### config.mk
export PLATFORM = sky130hd
export DESIGN_NAME = prescaled_mod_counter
export DESIGN_NICKNAME = d
export VERILOG_FILES = /design/src/rtl/cnt_pkg.sv /design/src/rtl/prescaled_mod_counter_tick_gen.sv /design/src/rtl/prescaled_mod_counter.sv
export SDC_FILE = /design/constraint.sdc
export NUM_CORES = 1
export LEC_CHECK = 0
export ABC_CLOCK_PERIOD_IN_PS = 4700
export CAP_MARGIN = 20
export CORE_MARGIN = 1.5
export CORE_UTILIZATION = 45
export DETAILED_ROUTE_END_ITERATION = 16
export PLACE_DENSITY = 0.7
export RECOVER_POWER = 100
export SYNTH_ARGS = -nofsm -noshare
export SYNTH_HDL_FRONTEND = slang
export SYNTH_SLANG_ARGS = --single-unit
### constraint.sdc
create_clock -name clk -period 4.7 [get_ports clk]
set_input_delay 0.47 -clock clk [delete_from_list [all_inputs] [get_ports clk]]
set_output_delay 0.47 -clock clk [all_outputs]
set_load 0.005 [all_outputs]
### src/rtl/cnt_pkg.sv
// -----------------------------------------------------------------------------
// cnt_pkg
// Shared constants and types for the prescaled modulo counter family.
//   CNT_WIDTH / CNT_MOD / CNT_DIV_W : default counter geometry (mod-60 seconds).
//   CLK_HZ                          : divisor that turns a 50 MHz clk into 1 Hz.
//   dir_e                           : count direction encoding on the 'up' pin.
// -----------------------------------------------------------------------------
package cnt_pkg;

   localparam int CNT_WIDTH = 6;
   localparam int CNT_MOD   = 60;
   localparam int CNT_DIV_W = 32;

   localparam int unsigned CLK_HZ = 50_000_000;

   typedef enum logic {
      DIR_DOWN = 1'b0,
      DIR_UP   = 1'b1
   } dir_e;

endpackage : cnt_pkg

### src/rtl/prescaled_mod_counter_tick_gen.sv
// -----------------------------------------------------------------------------
// tick_gen
// Runtime-programmable prescaler: emits a one-clk tick once every num enabled
// clocks (num = 0 and num = 1 both tick on every enabled clock).
// Ports:
//   clk  : system clock
//   rst  : asynchronous reset, active-high (clears div_cnt)
//   en   : advance enable; div_cnt holds and tick is 0 while low
//   clr  : synchronous restart of div_cnt, independent of en
//   num  : divisor
//   tick : prescaler pulse decoded from the registered div_cnt
// -----------------------------------------------------------------------------
module tick_gen #(
   parameter int DIV_W = 32
) (
   input  logic             clk,
   input  logic             rst,
   input  logic             en,
   input  logic             clr,
   input  logic [DIV_W-1:0] num,
   output logic             tick
);

   logic [DIV_W-1:0] div_cnt;
   logic             at_end;

   // The >= compare (instead of ==) means a divisor shrunk below the current
   // count ticks on the next enabled clock rather than running the counter all
   // the way round. num <= 1 is handled explicitly so num-1 never underflows.
   assign at_end = (num <= DIV_W'(1)) || (div_cnt >= (num - DIV_W'(1)));
   assign tick   = en && at_end;

   always_ff @(posedge clk or posedge rst) begin
      if (rst) begin
         div_cnt <= '0;
      end else if (clr) begin
         div_cnt <= '0;
      end else if (en) begin
         if (at_end) begin
            div_cnt <= '0;
         end else begin
            div_cnt <= div_cnt + DIV_W'(1);
         end
      end
   end

endmodule : tick_gen

### src/rtl/prescaled_mod_counter.sv
// -----------------------------------------------------------------------------
// prescaled_mod_counter
// Modulo-MOD up/down counter advanced by an internal prescaler tick, with
// synchronous load (clamped to MOD-1), enable, and a one-clk carry pulse on
// wrap/borrow for cascading stages (seconds -> minutes -> hours).
// Parameters: WIDTH (counter bits), MOD (modulus, 2..2**WIDTH), DIV_W (divisor
// width).
// Ports:
//   clk, rst       : clock, asynchronous active-high reset
//   en             : count enable (prescaler and counter hold when low)
//   up             : 1 = increment, 0 = decrement
//   load, load_val : synchronous load strobe and value (wins over tick)
//   num            : prescale divisor
//   out            : registered count
//   tick           : prescaler pulse
//   carry          : registered wrap/borrow pulse, high with the wrapped value
// Optional build macro CNT_LAP_EN adds:
//   lap            : capture strobe
//   lap_out        : captured (pre-update) count
// -----------------------------------------------------------------------------
module prescaled_mod_counter
   import cnt_pkg::*;
#(
   parameter int WIDTH = CNT_WIDTH,
   parameter int MOD   = CNT_MOD,
   parameter int DIV_W = CNT_DIV_W
) (
   input  logic             clk,
   input  logic             rst,
   input  logic             en,
   input  logic             up,
   input  logic             load,
   input  logic [WIDTH-1:0] load_val,
   input  logic [DIV_W-1:0] num,
`ifdef CNT_LAP_EN
   input  logic             lap,
   output logic [WIDTH-1:0] lap_out,
`endif
   output logic [WIDTH-1:0] out,
   output logic             tick,
   output logic             carry
);

   localparam longint MOD_LIMIT = longint'(1) << WIDTH;

   generate
      if (MOD < 2 || longint'(MOD) > MOD_LIMIT) begin : g_bad_mod
         $error("prescaled_mod_counter: MOD must satisfy 2 <= MOD <= 2**WIDTH");
      end
   endgenerate

   localparam logic [WIDTH-1:0] MAX_VAL = WIDTH'(MOD - 1);

   dir_e             dir;
   logic [WIDTH-1:0] load_clamped;

   assign dir          = dir_e'(up);
   assign load_clamped = (load_val > MAX_VAL) ? MAX_VAL : load_val;

   tick_gen #(
      .DIV_W (DIV_W)
   ) u_tick_gen (
      .clk  (clk),
      .rst  (rst),
      .en   (en),
      .clr  (load),
      .num  (num),
      .tick (tick)
   );

   // tick already includes en, so the else branch covers both "enabled but
   // no tick" and "disabled": out holds and carry drops.
   always_ff @(posedge clk or posedge rst) begin
      if (rst) begin
         out   <= '0;
         carry <= 1'b0;
      end else if (load) begin
         out   <= load_clamped;
         carry <= 1'b0;
      end else if (tick) begin
         if (dir == DIR_UP) begin
            if (out == MAX_VAL) begin
               out   <= '0;
               carry <= 1'b1;
            end else begin
               out   <= out + WIDTH'(1);
               carry <= 1'b0;
            end
         end else begin
            if (out == '0) begin
               out   <= MAX_VAL;
               carry <= 1'b1;
            end else begin
               out   <= out - WIDTH'(1);
               carry <= 1'b0;
            end
         end
      end else begin
         carry <= 1'b0;
      end
   end

`ifdef CNT_LAP_EN
   // Captures the count as it stands before this edge's update.
   always_ff @(posedge clk or posedge rst) begin
      if (rst) begin
         lap_out <= '0;
      end else if (lap) begin
         lap_out <= out;
      end
   end
`endif

endmodule : prescaled_mod_counter
==> results.md <==
- CTS tree: done
- Delay of the slowest cell on the worst path: 0.58 ns
- Total Power: 833.6 µW
- Number of synthesized flops with an enable pin: 0
- Failing checks: max-capacitance violations, max-slew violations
- Worst-path cell chain: buf_6 > or4_4 > or3_4 > or3_4 > or3_4 > nor4_4 > nand2_1 > xor2_1 > ha_1 > nand4_1 > or4_4 > a21oi_4 > nor2_4 > nor2_4 > buf_2
- Final Max Slew Viols: 40
- Hold_sp: u_tick_gen.div_cnt[20]$_DFFE_PP0P_
- Async set-reset flop share out of synthesis: 1.000
- Initial antenna violation count: 0
- Peak supply drop: 125.7 µV
- Max FO, Critical Path: 4
- CP endpoint kind: output port
- Drt first pass iters: 5
- Sink Count: 39
- HPWL after DPL: 7659 µm
- Hold path depth: 1
- Status: finished, violations left
- Hold Path End: u_tick_gen.div_cnt[20]$_DFFE_PP0P_
- Die W: 94.29 µm
- # H-tree levels: 2
- Rel. slew slack: -0.4237
- Pre-CTS setup slack: -0.9015 ns
- CTS Buf Count: 5
- Antenna diode count: 0
- Detailed Route WL: 10210 µm
- CP Buf/Inv Count: 2
- DRC violations left: 0
- Critical Path Most Common Cell: or3_4
- Core ar.: 0.008134 mm²
- Final period util: 0.9727
- Placed cell count: 664
- Initial DRC count: 238
- Post-DR vias/cell: 5.845
- Remaining Overflow, GRT: 0
- Syn Inst Count: 473
- Period minus WS final: 4.572 ns
- DIE AREA: 0.008890 mm²
- CTS Root Cell: clkbuf_8
- Largest net degree at the start of global routing: 40
- Number of global-route vias before repair: 3683
- Critical Path Start Type: input port
- Hold Crit Class: reg2reg
- RSZ-0062 raised after global routing: true
- WL/cell: 15.11 µm
- CP delay by family, top: simple AND/OR/NAND/NOR gates
- Hold buffers post-CTS: 0
- Final worst setup slack: 0.1282 ns
- Top flip-flop cell by instance count after synthesis: dfrtp_1
- Final cell count without fillers: 676
- Count of state elements after synthesis: 39
- Clock Tree Buf Depth: 2
- # fillers: 701
- Final ANT Viol Nets: 0
- IO buf count: 50
- Synth top area share: 0.2603
- Mapped Nets: 554
- Maxcap violations: 1
- Reg2reg path depth: 10
- R2r startpoint: u_tick_gen.div_cnt[0]$_DFFE_PP0P_
- Area leader, netlist: dfrtp_1
- Worst skew pair latency: 0.30 ns
- Area of the mapped netlist: 0.003750 mm²
- CP Data Arrival Time: 4.10 ns
- Proportion of layout cells with a drive suffix above 1: 0.1664
- Netlist cell types: 56
- Tot GR Track Use: 0.2353
- Crit path kind: in2out
- Static Leak: 2.083 nW
- Seq/Total Area, Yosys: 0.2603
- PD cells: 169.4 mW/mm²
- Max Freq: 218.7 MHz
- Final Hold Vio Count: 0
- Crit-path slowest cell: or4_4
- Worst-Margin Slew: 2.135 ns
- RR Endpoint: u_tick_gen.div_cnt[7]$_DFFE_PP0P_
- Ports: 51
- Crit path required time: 4.23 ns
- Clk slew on worst S/H paths: 0.08 ns
- Synth area leaders: dfrtp_1, ha_1, nand2_1
- Initial Util: 0.4610
- Final hold slack: 0.5421 ns
- Fin nets: 651
- R2R setup slack: 1.71 ns
- Setup Skew: 0.003074 ns
- Vias: 3951
- RD Place Congestion: 0.8403
- Core Rows: 33
- Final setup fails: 0
- Synthesis-to-layout area growth: 31.26%
- Syn Area/Cell: 7.928 µm²
- First-pass GRT wire length: 16730 µm
- Ys Warns: 0
- Die Ht: 94.29 µm
-- registers in the layout, indices dropped and copies added (netlist names) --
name / flops
carry: 1
out: 6
u_tick_gen.div_cnt: 32
-- final cells by class --
type	instances	area, µm²	area share
Clock buffer	8	100.1	0.02034
Inverter	14	52.55	0.01068
Multi-Input combinational cell	403	2745	0.5577
Sequential cell	39	975.9	0.1983
Tap cell	105	131.4	0.02669
Timing Repair Buffer	107	917.1	0.1863
-- worst max-delay path by stage --
stage | end | cells past startpoint | slack [ns] | startpoint
5_1_grt | tick | 15 | -0.05 | num[3]
2_1_floorplan | u_tick_gen.div_cnt[25]$_DFFE_PP0P_ | 16 | 0.008 | num[13]
4_1_cts | tick | 15 | -0.05 | num[11]
3_5_place_dp | tick | 15 | -0.90 | num[13]
6_report | tick | 15 | 0.13 | num[11]
3_3_place_gp | tick | 15 | -0.85 | num[13]
-- cells in the mapped netlist, types with 3 or more instances --
master	count
nand4_1	19
a21oi_1	36
or2_2	7
and4_1	3
o211ai_1	5
nor2_1	47
buf_2	5
dfrtp_1	39
and3_1	7
nand2_1	52
a31oi_1	15
clkbuf_1	10
nand2b_1	10
inv_1	14
ha_1	38
a21o_1	4
nor4_1	8
nand3_1	26
mux2i_1	5
nor2b_1	4
nor3_1	17
or3_1	7
xor2_1	10
or4_1	7
a22o_1	7
o21ai_0	12
xnor2_1	21
-- metal layers --
layer	part of all wire	routed length (µm)	vias to the layer above	track usage
met3	0.038	384	19	0.03398
li1	-	-	1954	-
met4	0.020	202	0	0.07463
met2	0.49	5019	94	0.4011
met1	0.45	4606	1884	0.3044
met5	0	0	-	0
-- per-stage QoR --
stage               TNS (ns)  cell area (µm²)  utilization
finish                     0             4922       0.6051
global route        -0.04758             4922       0.6051
CTS                 -0.06083             4860       0.5974
detailed placement    -19.86             4715       0.5796
global placement      -17.05             4715       0.5796
floorplan                  0             3750            -
-- worst register-to-register path: cells and delay by family (launching register included) --
family,cells,cell delay [ns]
fa+ha+maj,1,0.26
flops,1,0.42
compound gates,4,1.07
simple gates,3,0.90
buf+inv,2,0.27
-- power by group --
group          internal [mW]  leakage [nW]  switching [mW]  total, mW
sequential             0.344         0.528          0.0192      0.363
clock                  0.134        0.0515           0.129      0.263
combinational          0.107          1.50          0.0996      0.207
total                  0.586          2.08           0.248      0.834
-- timing repair --
action | 4_1_cts | 5_1_grt
endpoints found under the setup margin | 35 | 34
cloned | 0 | 0
setup buffers | 2 | 1
pin swaps | 13 | 11
gates resized for setup | 28 | 10
-- cells by family after synthesis --
| family | Yosys count | share of synthesized area |
|---|---|---|
| simple gates | 226 | 0.3120 |
| compound gates | 103 | 0.1825 |
| flops | 39 | 0.2603 |
| fa+ha+maj | 38 | 0.1268 |
| xor+xnor | 31 | 0.07241 |
| buf+inv | 31 | 0.03270 |
| mux | 5 | 0.01335 |
-- layout by cell type, fill, tap and decap left out, types with 5 or more instances in the layout --
| cell type | count |
|---|---|
| clkbuf_8 | 7 |
| or3_1 | 5 |
| o211ai_1 | 5 |
| dlygate4sd3_1 | 8 |
| nand2b_1 | 10 |
| nor2_1 | 45 |
| dfrtp_1 | 39 |
| a21oi_1 | 35 |
| or4_1 | 6 |
| buf_4 | 55 |
| inv_1 | 14 |
| or2_2 | 6 |
| a22o_1 | 7 |
| xor2_1 | 10 |
| ha_1 | 38 |
| a31oi_1 | 15 |
| clkdlybuf4s50_1 | 36 |
| nand2_1 | 52 |
| mux2i_1 | 5 |
| nand4_1 | 19 |
| xnor2_1 | 21 |
| nand3_1 | 26 |
| nor3_2 | 5 |
| nor3_1 | 12 |
| and3_1 | 7 |
| nor4_1 | 7 |
| o21ai_0 | 12 |
Note: power is estimated with default switching activity, not from simulation.
